<file path="src/rtl/rec_trigger_sequencer.sv">
// Trace-recorder sequencer: arm, pre-trigger fill, pulse-width trigger qualification,
// post-trigger count, readout wait and holdoff. All outputs registered.
module rec_trigger_sequencer #(
  parameter int QUAL_W = 4,
  parameter int HOLD_W = 16
) (
  input  logic              clk8M,
  input  logic              reset_n,
  input  logic              cfg_enable,
  input  logic              cfg_auto_rearm,
  input  logic [5:0]        cfg_mask,
  input  logic [QUAL_W-1:0] cfg_qual_len,
  input  logic [7:0]        cfg_depth,
  input  logic [HOLD_W-1:0] cfg_holdoff,
  input  logic [5:0]        det,
  input  logic              arm_pulse,
  input  logic              abort_pulse,
  input  logic              host_ack,
  input  logic              rd_done_tgl,
  output logic [5:0]        rec_det,
  output logic [7:0]        rec_ctl,
  output logic [2:0]        state_o,
  output logic [5:0]        trig_chan,
  output logic [7:0]        shot_cnt,
  output logic [7:0]        miss_cnt,
  output logic              done_irq
);

  typedef enum logic [2:0] {
    S_IDLE    = 3'd0,
    S_FILL    = 3'd1,
    S_ARMED   = 3'd2,
    S_POST    = 3'd3,
    S_DONE    = 3'd4,
    S_HOLDOFF = 3'd5
  } state_t;

  localparam logic [9:0] FILL_LAST = 10'd1023;

  state_t                  r_state, w_state_nxt;
  logic [9:0]              r_cnt, w_cnt_nxt;
  logic [HOLD_W-1:0]       r_hold, w_hold_nxt;
  logic [5:0][QUAL_W-1:0]  r_qual, w_qual_nxt;
  logic [5:0]              r_rec_det, w_rec_det_nxt;
  logic [7:0]              r_rec_ctl, w_rec_ctl_nxt;
  logic [5:0]              r_trig_chan, w_trig_chan_nxt;
  logic [7:0]              r_shot_cnt, w_shot_cnt_nxt;
  logic [7:0]              r_miss_cnt, w_miss_cnt_nxt;
  logic                    r_done_irq, w_done_irq_nxt;
  logic [2:0]              r_rd_sync;

  logic                    w_abort;
  logic                    w_any_hit;
  logic                    w_rd_done;
  logic                    w_miss_state;
  logic                    w_hold_exit;
  logic [5:0]              w_active;
  logic [5:0]              w_hit;
  logic [QUAL_W-1:0]       w_qual_tgt;
  logic [9:0]              w_post_last;
  logic [HOLD_W-1:0]       w_hold_last;

  assign w_abort      = ~cfg_enable | abort_pulse;
  // [0],[1] are the synchronizer pair, [2] holds the previous synced level
  assign w_rd_done    = r_rd_sync[1] ^ r_rd_sync[2];
  assign w_post_last  = {cfg_depth, 2'b00} + 10'd1;
  assign w_hold_last  = cfg_holdoff - HOLD_W'(1);
  assign w_hold_exit  = (cfg_holdoff == '0) || (r_hold == w_hold_last);
  assign w_miss_state = r_state inside {S_FILL, S_POST, S_DONE, S_HOLDOFF};
  assign w_any_hit    = |w_hit;

  // A channel qualifies only on the cycle its counter steps onto the target,
  // so a held-high input triggers once.
  always_comb begin
    w_qual_tgt = (cfg_qual_len == '0) ? '0 : cfg_qual_len - QUAL_W'(1);
    w_active   = det & cfg_mask;
    w_hit      = '0;
    w_qual_nxt = '0;
    for (int i = 0; i < 6; i++) begin
      if ((r_state != S_IDLE) && !w_abort && w_active[i]) begin
        w_hit[i]      = (r_qual[i] == w_qual_tgt);
        w_qual_nxt[i] = (r_qual[i] == '1) ? r_qual[i] : r_qual[i] + QUAL_W'(1);
      end
    end
  end

  always_comb begin
    w_state_nxt     = r_state;
    w_cnt_nxt       = r_cnt;
    w_hold_nxt      = r_hold;
    w_rec_det_nxt   = '0;
    w_trig_chan_nxt = r_trig_chan;
    w_shot_cnt_nxt  = r_shot_cnt;
    w_miss_cnt_nxt  = r_miss_cnt;
    w_done_irq_nxt  = 1'b0;
    w_rec_ctl_nxt   = 8'h00;

    if (w_abort) begin
      w_state_nxt = S_IDLE;
      w_cnt_nxt   = '0;
      w_hold_nxt  = '0;
    end else begin
      case (r_state)
        S_IDLE: begin
          if (arm_pulse) begin
            w_state_nxt = S_FILL;
            w_cnt_nxt   = '0;
          end
        end
        S_FILL: begin
          if (r_cnt == FILL_LAST) begin
            w_state_nxt = S_ARMED;
            w_cnt_nxt   = '0;
          end else begin
            w_cnt_nxt = r_cnt + 10'd1;
          end
        end
        S_ARMED: begin
          if (w_any_hit) begin
            w_state_nxt     = S_POST;
            w_rec_det_nxt   = w_hit;
            w_trig_chan_nxt = w_hit;
            w_cnt_nxt       = '0;
          end
        end
        S_POST: begin
          if (r_cnt == w_post_last) begin
            w_state_nxt    = S_DONE;
            w_shot_cnt_nxt = r_shot_cnt + 8'd1;
            w_done_irq_nxt = 1'b1;
            w_cnt_nxt      = '0;
          end else begin
            w_cnt_nxt = r_cnt + 10'd1;
          end
        end
        S_DONE: begin
          if (host_ack || w_rd_done) begin
            w_state_nxt = S_HOLDOFF;
            w_hold_nxt  = '0;
          end
        end
        S_HOLDOFF: begin
          if (w_hold_exit) begin
            w_state_nxt = cfg_auto_rearm ? S_FILL : S_IDLE;
            w_hold_nxt  = '0;
            w_cnt_nxt   = '0;
          end else begin
            w_hold_nxt = r_hold + HOLD_W'(1);
          end
        end
        default: begin
          w_state_nxt = S_IDLE;
          w_cnt_nxt   = '0;
          w_hold_nxt  = '0;
        end
      endcase

      if (w_any_hit && w_miss_state && (r_miss_cnt != 8'hFF)) begin
        w_miss_cnt_nxt = r_miss_cnt + 8'd1;
      end
    end

    // rec_ctl follows the state being entered so it changes on the same edge
    case (w_state_nxt)
      S_FILL, S_POST: w_rec_ctl_nxt = 8'h80;
      S_ARMED:        w_rec_ctl_nxt = 8'hBF;
      default:        w_rec_ctl_nxt = 8'h00;
    endcase
  end

  always_ff @(posedge clk8M or negedge reset_n) begin
    if (!reset_n) begin
      r_state     <= S_IDLE;
      r_cnt       <= '0;
      r_hold      <= '0;
      r_qual      <= '0;
      r_rec_det   <= '0;
      r_rec_ctl   <= '0;
      r_trig_chan <= '0;
      r_shot_cnt  <= '0;
      r_miss_cnt  <= '0;
      r_done_irq  <= 1'b0;
      r_rd_sync   <= '0;
    end else begin
      r_state     <= w_state_nxt;
      r_cnt       <= w_cnt_nxt;
      r_hold      <= w_hold_nxt;
      r_qual      <= w_qual_nxt;
      r_rec_det   <= w_rec_det_nxt;
      r_rec_ctl   <= w_rec_ctl_nxt;
      r_trig_chan <= w_trig_chan_nxt;
      r_shot_cnt  <= w_shot_cnt_nxt;
      r_miss_cnt  <= w_miss_cnt_nxt;
      r_done_irq  <= w_done_irq_nxt;
      r_rd_sync   <= {r_rd_sync[1:0], rd_done_tgl};
    end
  end

  assign rec_det   = r_rec_det;
  assign rec_ctl   = r_rec_ctl;
  assign state_o   = r_state;
  assign trig_chan = r_trig_chan;
  assign shot_cnt  = r_shot_cnt;
  assign miss_cnt  = r_miss_cnt;
  assign done_irq  = r_done_irq;

endmodule
</file>
<file path="config.mk">
export PLATFORM = sky130hd
export DESIGN_NAME = rec_trigger_sequencer
export DESIGN_NICKNAME = d
export VERILOG_FILES = /design/src/rtl/rec_trigger_sequencer.sv
export SDC_FILE = /design/constraint.sdc
export NUM_CORES = 1
export LEC_CHECK = 0
export CAP_MARGIN = 10
export CORE_MARGIN = 1.5
export CORE_UTILIZATION = 31
export CTS_BUF_LIST = sky130_fd_sc_hd__clkbuf_8
export DETAILED_ROUTE_END_ITERATION = 10
export DONT_BUFFER_PORTS = 1
export PLACE_DENSITY_LB_ADDON = 0.2
export SETUP_SLACK_MARGIN = 0.5
export SKIP_LAST_GASP = 1
export SYNTH_ARGS = -nofsm -noshare
export SYNTH_HDL_FRONTEND = slang
export SYNTH_SLANG_ARGS = --single-unit
</file>
<file path="constraint.sdc">
create_clock -name clk8M -period 6 [get_ports clk8M]
set_input_delay 1.8 -clock clk8M [delete_from_list [all_inputs] [get_ports clk8M]]
set_output_delay 1.8 -clock clk8M [all_outputs]
set_load 0.02 [all_outputs]
</file>
==> results of run 1 <==
[flip-flops by register name, summed over array words and instances (netlist names)]
name       count
rec_ctl        2
rec_det        6
shot_cnt       8
miss_cnt       8
state_o        3
r_rd_sync      3
r_hold        16
r_cnt         10
done_irq       1
r_qual        24
trig_chan      6
[routing by layer]
layer | routed length [um] | up-vias | GRT usage, %
li1 | - | 2167 | -
met1 | 5904 | 2154 | 19.09
met2 | 6300 | 121 | 24.01
met3 | 908 | 28 | 3.481
met4 | 393 | 0 | 7.018
met5 | 0 | - | 0
[power breakdown]
part	switching [mW]	internal, mW
clock	0.232	0.211
combinational	0.0321	0.0312
sequential	0.00392	0.588
[cell usage after synthesis (all sizes together), types with 5 or more instances]
cell type | count | area share, %
a21o | 5 | 0.68
a21oi | 14 | 1.3
a22o | 7 | 1.1
a31oi | 9 | 1.0
and2 | 8 | 0.90
and3 | 11 | 1.2
buf | 16 | 1.6
clkbuf | 18 | 1.2
dfrtp | 87 | 39
ha | 13 | 2.9
inv | 18 | 1.2
mux2 | 7 | 1.4
mux2i | 10 | 1.8
nand2 | 36 | 2.4
nand2b | 11 | 1.2
nand3 | 38 | 3.4
nand3b | 7 | 0.95
nand4 | 12 | 1.4
nor2 | 54 | 3.7
nor2b | 11 | 1.2
nor3 | 39 | 3.6
nor3b | 9 | 1.2
nor4 | 10 | 1.1
o21ai | 37 | 3.4
o22ai | 7 | 0.79
or3 | 5 | 0.56
or4 | 5 | 0.81
xnor2 | 54 | 8.5
xor2 | 20 | 3.2
[final timing paths]
kind                                   startpoint                     end  slack (ns)  cells past startpoint
max                                cfg_holdoff[0]    r_cnt[7]$_DFFE_PN0P_        1.53                     11
max in group asynchronous                 reset_n  r_hold[14]$_DFFE_PN0P_        4.72                      0
min reg2reg                r_rd_sync[0]$_DFF_PN0_  r_rd_sync[1]$_DFF_PN0_        0.36                      0
min in group asynchronous                 reset_n  r_rd_sync[1]$_DFF_PN0_        1.11                      0
min                        r_rd_sync[0]$_DFF_PN0_  r_rd_sync[1]$_DFF_PN0_        0.36                      0
max reg2reg                  state_o[0]$_DFF_PN0_    r_cnt[7]$_DFFE_PN0P_        2.24                      8
[cell families after synthesis]
logic type / Yosys count
AND/OR/NAND/NOR: 269
AO/OA/AOI/OAI: 107
flip-flops: 87
XOR/XNOR: 74
buffers and inverters: 52
multiplexers: 17
adder cells (fa/ha/maj): 13
other: 1
[per-stage QoR]
step	power, mW	util [%]
CTS	1.122	33.88
detailed placement	0.6661	32.64
global placement	0.6651	32.64
global route	1.151	33.92
floorplan	0.6635	-
finish	1.098	33.92
[final cells by class]
class                      count  share of cell area, %
timing repair buffer           3                 0.3812
inverter                      18                  1.144
tap                          225                  4.765
clock inverter                 6                  1.313
sequential                    87                  36.85
clock buffer                  10                  2.330
multi-input combinational    481                  53.22
==> results.json, run 1 <==
{
  "period_needed_ns": 4.472,
  "synth_top_family_by_area": "simple AND/OR/NAND/NOR gates",
  "die_w_um": 136.8,
  "crit_arrival_ns": 4.72,
  "worstMarginPinSlew_ns": 1.042,
  "grt_pass1_wl_um": 22170,
  "place_area_sq_um": 5685,
  "clk_path_buf_depth": 2,
  "root_buffer": "clkbuf_8",
  "dpl.hpwl_um": 9880,
  "firstDrtPassIters": 4,
  "clock_skew_ns": 0.01306,
  "die_h_um": 136.8,
  "slew_headroom_pct": 30.57,
  "core_sq_um": 17420,
  "fin_cells": 830,
  "overflow": 0,
  "wl_per_cell_um": 16.27,
  "nNetsFinal": 661,
  "synthesis.area_sq_um": 5549,
  "avgSynthCellArea_sq_um": 8.950,
  "grt_setup_unrepaired": "no",
  "path_class": "input pin to register",
  "fin_ws_ns": 1.528,
  "route.detailed.drc": 0,
  "cts.htree.levels": 3,
  "synth_compound_area_share_pct": 13.03,
  "crit_path_end_kind": "register",
  "hold_violations": 0,
  "grt_max_degree": 88,
  "multi_input_area_sq_um": 3144,
  "ys.flop_type": "dfrtp_1",
  "setup_viol": 0,
  "synthXorXnorAreaFrac_pct": 11.68,
  "diodes": 0,
  "grt_pass1_vias": 4470,
  "placed_cells": 813,
  "crit_chain": "inv_1, ha_1, nor4b_1, a22oi_1, a221oi_1, o221ai_1, o41ai_4, buf_4, o21ai_2, o31ai_4, o211ai_1",
  "path_clk_slew_ns": 0.10,
  "synth_cell_types": 64,
  "path_max_fanout": 13,
  "status": "completed",
  "cts_sinks": 87,
  "ys_seq_area_share_pct": 39.23,
  "slowest_delay_ns": 0.67,
  "mostFrequentLayoutCells": "87 x dfrtp_1, 54 x xnor2_1, 54 x nor2_1",
  "ir_drop_mv": 0.1194,
  "ant_nets": 0,
  "synth-seq-cells": 87,
  "timing.hold.ws_ns": 0.3553,
  "fillers": 1816,
  "synth_edf_count": 0,
  "routabilityCongestion": 0.8629,
  "yosys_warnings": 0,
  "initial_core_util_pct": 31.86,
  "die_area_sq_um": 18710,
  "ff_latch_area_sq_um": 2177,
  "syn_to_final_growth_pct": 6.471,
  "cts_tree": "done",
  "wl_um": 13510,
  "slew_viol_final": 0,
  "io_pins": 88,
  "drtIter0Drc": 278,
  "cts_resized": 0,
  "rows": 48,
  "hp-class": "register to register",
  "fin_setup_tns_ns": 0,
  "slowest_stage": "nor4b_1",
  "syn_nets": 681,
  "critPathTopFamily": "compound AO/OA/AOI/OAI gates",
  "dp_slack_ns": 1.152,
  "synth_simple_gate_area_share_pct": 25.73,
  "vias_per_cell": 5.386,
  "cts_made_buffers": 9,
  "vias": 4470,
  "numPortBuffers": 0,
  "drive_gt1_share_pct": 5.950,
  "synth_adder_area_share_pct": 2.931,
  "start_kind": "input pin",
  "fmax_ghz": 0.2236,
  "antenna_found_initial": 0,
  "max_cap_violations": 0,
  "async_flop_share_pct": 100.0,
  "cp.required_ns": 6.25,
  "cts_hold_buf": 0,
  "clk_latency_ns": 0.38,
  "p_leak_nw": 2.413,
  "finish.instance_area_sq_um": 5908,
  "power.density_nw_per_um2": 185.9,
  "cp_num_buf_inv": 2,
  "synthMuxAreaShare_pct": 3.224,
  "track_usage_pct": 14.98,
  "fin_crit_sh_pct": 74.54,
  "synth_cells": 620,
  "post_cts_buffers": 0,
  "layout.cells.most_common": "dfrtp_1"
}
(Power assumes the default switching activity.)
==> run 2: changes to the inputs <==
Clock period 6 ns to 4.5 ns, I/O delays scaled along.
==> run 2 against run 1 <==
Net effect: power increased by 33%; utilization is 0.37 points higher; largest cell class unchanged; register-to-register slack got worse by 1.3 ns; non-clock buffer count grew 10; sequential cell count unchanged; setup slack worse by 0.78 ns; die area unchanged; global-route usage rose by 0.18 points.
==> results.json, run 2 (synthesized netlist as in run 1, its figures left out) <==
{
  "multi_input_area_sq_um": 3144,
  "syn_to_final_growth_pct": 7.644,
  "slew_headroom_pct": 26.95,
  "path_max_fanout": 10,
  "firstDrtPassIters": 4,
  "fin_setup_tns_ns": 0,
  "p_leak_nw": 2.470,
  "grt_pass1_wl_um": 22010,
  "numPortBuffers": 0,
  "fin_cells": 840,
  "die_w_um": 136.8,
  "fin_crit_sh_pct": 83.33,
  "placed_cells": 824,
  "clk_path_buf_depth": 2,
  "comb_power_share_pct": 6.1,
  "p_sw_share_pct": 24.31,
  "ir_drop_mv": 0.1140,
  "pwr-share-clk_pct": 40.0,
  "start_kind": "input pin",
  "root_buffer": "clkbuf_8",
  "vias": 4511,
  "rows": 48,
  "die_area_sq_um": 18710,
  "fmax_ghz": 0.2667,
  "power.density_nw_per_um2": 244.3,
  "period_needed_ns": 3.750,
  "largest_reg_flops": 24,
  "reg_top3": "r_qual: 24 flops, r_hold: 16 flops, r_cnt: 10 flops",
  "p_switching_uw": 354.7,
  "status": "completed",
  "hp-start": "r_rd_sync[0]$_DFF_PN0_",
  "post_cts_buffers": 0,
  "hold-path-endpoint": "r_rd_sync[1]$_DFF_PN0_",
  "max_cap_violations": 0,
  "grt_pass1_vias": 4411,
  "io_pins": 88,
  "wl_per_cell_um": 16.33,
  "drive_gt1_share_pct": 7.317,
  "ff_latch_area_sq_um": 2177,
  "r2r_setup_slack_ns": 0.94,
  "p_int_mw": 1.105,
  "cts_hold_buf": 0,
  "top_register": "r_qual",
  "layout.cells.most_common": "dfrtp_1",
  "grt_max_degree": 88,
  "dpl.hpwl_um": 10170,
  "cts.htree.levels": 3,
  "slew_viol_final": 0,
  "antenna_found_initial": 0,
  "track_usage_pct": 15.16,
  "nNetsFinal": 671,
  "clk_latency_ns": 0.38,
  "vias_per_cell": 5.370,
  "cts_resized": 0,
  "ff2ff_path_depth": 10,
  "fillers": 1838,
  "setup_viol": 0,
  "cts_made_buffers": 9,
  "path_class": "input pin to register",
  "clock_skew_ns": 0.01372,
  "grt_setup_unrepaired": "no",
  "whs_path_depth": 0,
  "r2r-start": "state_o[2]$_DFF_PN0_",
  "die_h_um": 136.8,
  "ant_nets": 0,
  "drtIter0Drc": 239,
  "overflow": 0,
  "cp.required_ns": 4.74,
  "r2r-end": "trig_chan[2]$_DFFE_PN0P_",
  "core_sq_um": 17420,
  "crit_arrival_ns": 3.99,
  "initial_core_util_pct": 31.86,
  "cts_sinks": 87,
  "routabilityCongestion": 0.8417,
  "path_clk_slew_ns": 0.09,
  "mostFrequentLayoutCells": "87 x dfrtp_1, 54 x xnor2_1, 54 x nor2_1",
  "hp-class": "register to register",
  "worstMarginPinSlew_ns": 1.097,
  "route.detailed.drc": 0,
  "p_seq_share_pct": 53.9,
  "wl_um": 13720,
  "diodes": 0,
  "hold_violations": 0,
  "crit_path_end_kind": "register",
  "cts_tree": "done"
}
-- run 2: changes by cell type in the layout (fill, tap and decap cells not counted), sizes merged --
cell	before	now
clkinv	2	1
buf	3	13
clkinvlp	1	0
inv	20	22
-- run 2: metal layers --
metal | GRT usage, % | vias up | wire length (um) | share of wire (%)
met5 | 0 | - | 0 | 0
met4 | 6.959 | 0 | 423 | 3.1
met3 | 4.000 | 30 | 784 | 5.7
met2 | 24.90 | 108 | 6412 | 47
met1 | 18.58 | 2187 | 6095 | 44
li1 | - | 2186 | - | -
-- run 2: area by class of cell --
cell class	count	area share, %
clock buffers	10	2.304
clock inverters	6	1.131
repair buffers	13	1.634
multi-input cells	481	52.64
well taps	225	4.713
flip-flops and latches	87	36.45
inverters	18	1.131
-- run 2: power groups by stage --
stage          sequential, mW  clock [mW]  combinational [mW]
2_1_floorplan           0.803           0              0.0818
3_3_place_gp            0.803           0              0.0875
3_5_place_dp            0.803           0              0.0888
4_1_cts                 0.787       0.605              0.0893
5_1_grt                 0.788       0.641              0.0985
6_report                0.787       0.584              0.0885
-- run 2: metrics by stage --
step	utilization [%]	hold slack (ns)	worst slack, ns	cell area (sq um)	power, mW
floorplan	-	0.3312	0.6006	5549	0.8846
global placement	33.12	0.3452	0.3664	5768	0.8904
detailed placement	33.12	0.3450	0.3171	5768	0.8916
CTS	34.30	0.3679	0.7300	5973	1.482
global route	34.30	0.3751	0.6055	5973	1.527
finish	34.30	0.3630	0.7501	5973	1.459
-- run 2: worst max-delay path by stage --
stage	start	endpoint	slack, ns	cells past startpoint
floorplan	cfg_qual_len[1]	trig_chan[2]$_DFFE_PN0P_	0.60	8
global placement	cfg_holdoff[3]	r_cnt[0]$_DFFE_PN0P_	0.37	8
detailed placement	cfg_holdoff[3]	r_cnt[0]$_DFFE_PN0P_	0.32	8
CTS	cfg_holdoff[3]	r_cnt[0]$_DFFE_PN0P_	0.73	8
global route	cfg_enable	r_cnt[0]$_DFFE_PN0P_	0.61	9
finish	cfg_holdoff[3]	r_cnt[0]$_DFFE_PN0P_	0.75	8
-- run 2: critical path, cell delays in order --
cell and delay (ns):
or3_1 0.38, or3_1 0.37, a2111oi_0 0.49, nand4_1 0.22, o41ai_4 0.38, o21ai_2 0.15, o31ai_4 0.51, mux2i_1 0.14
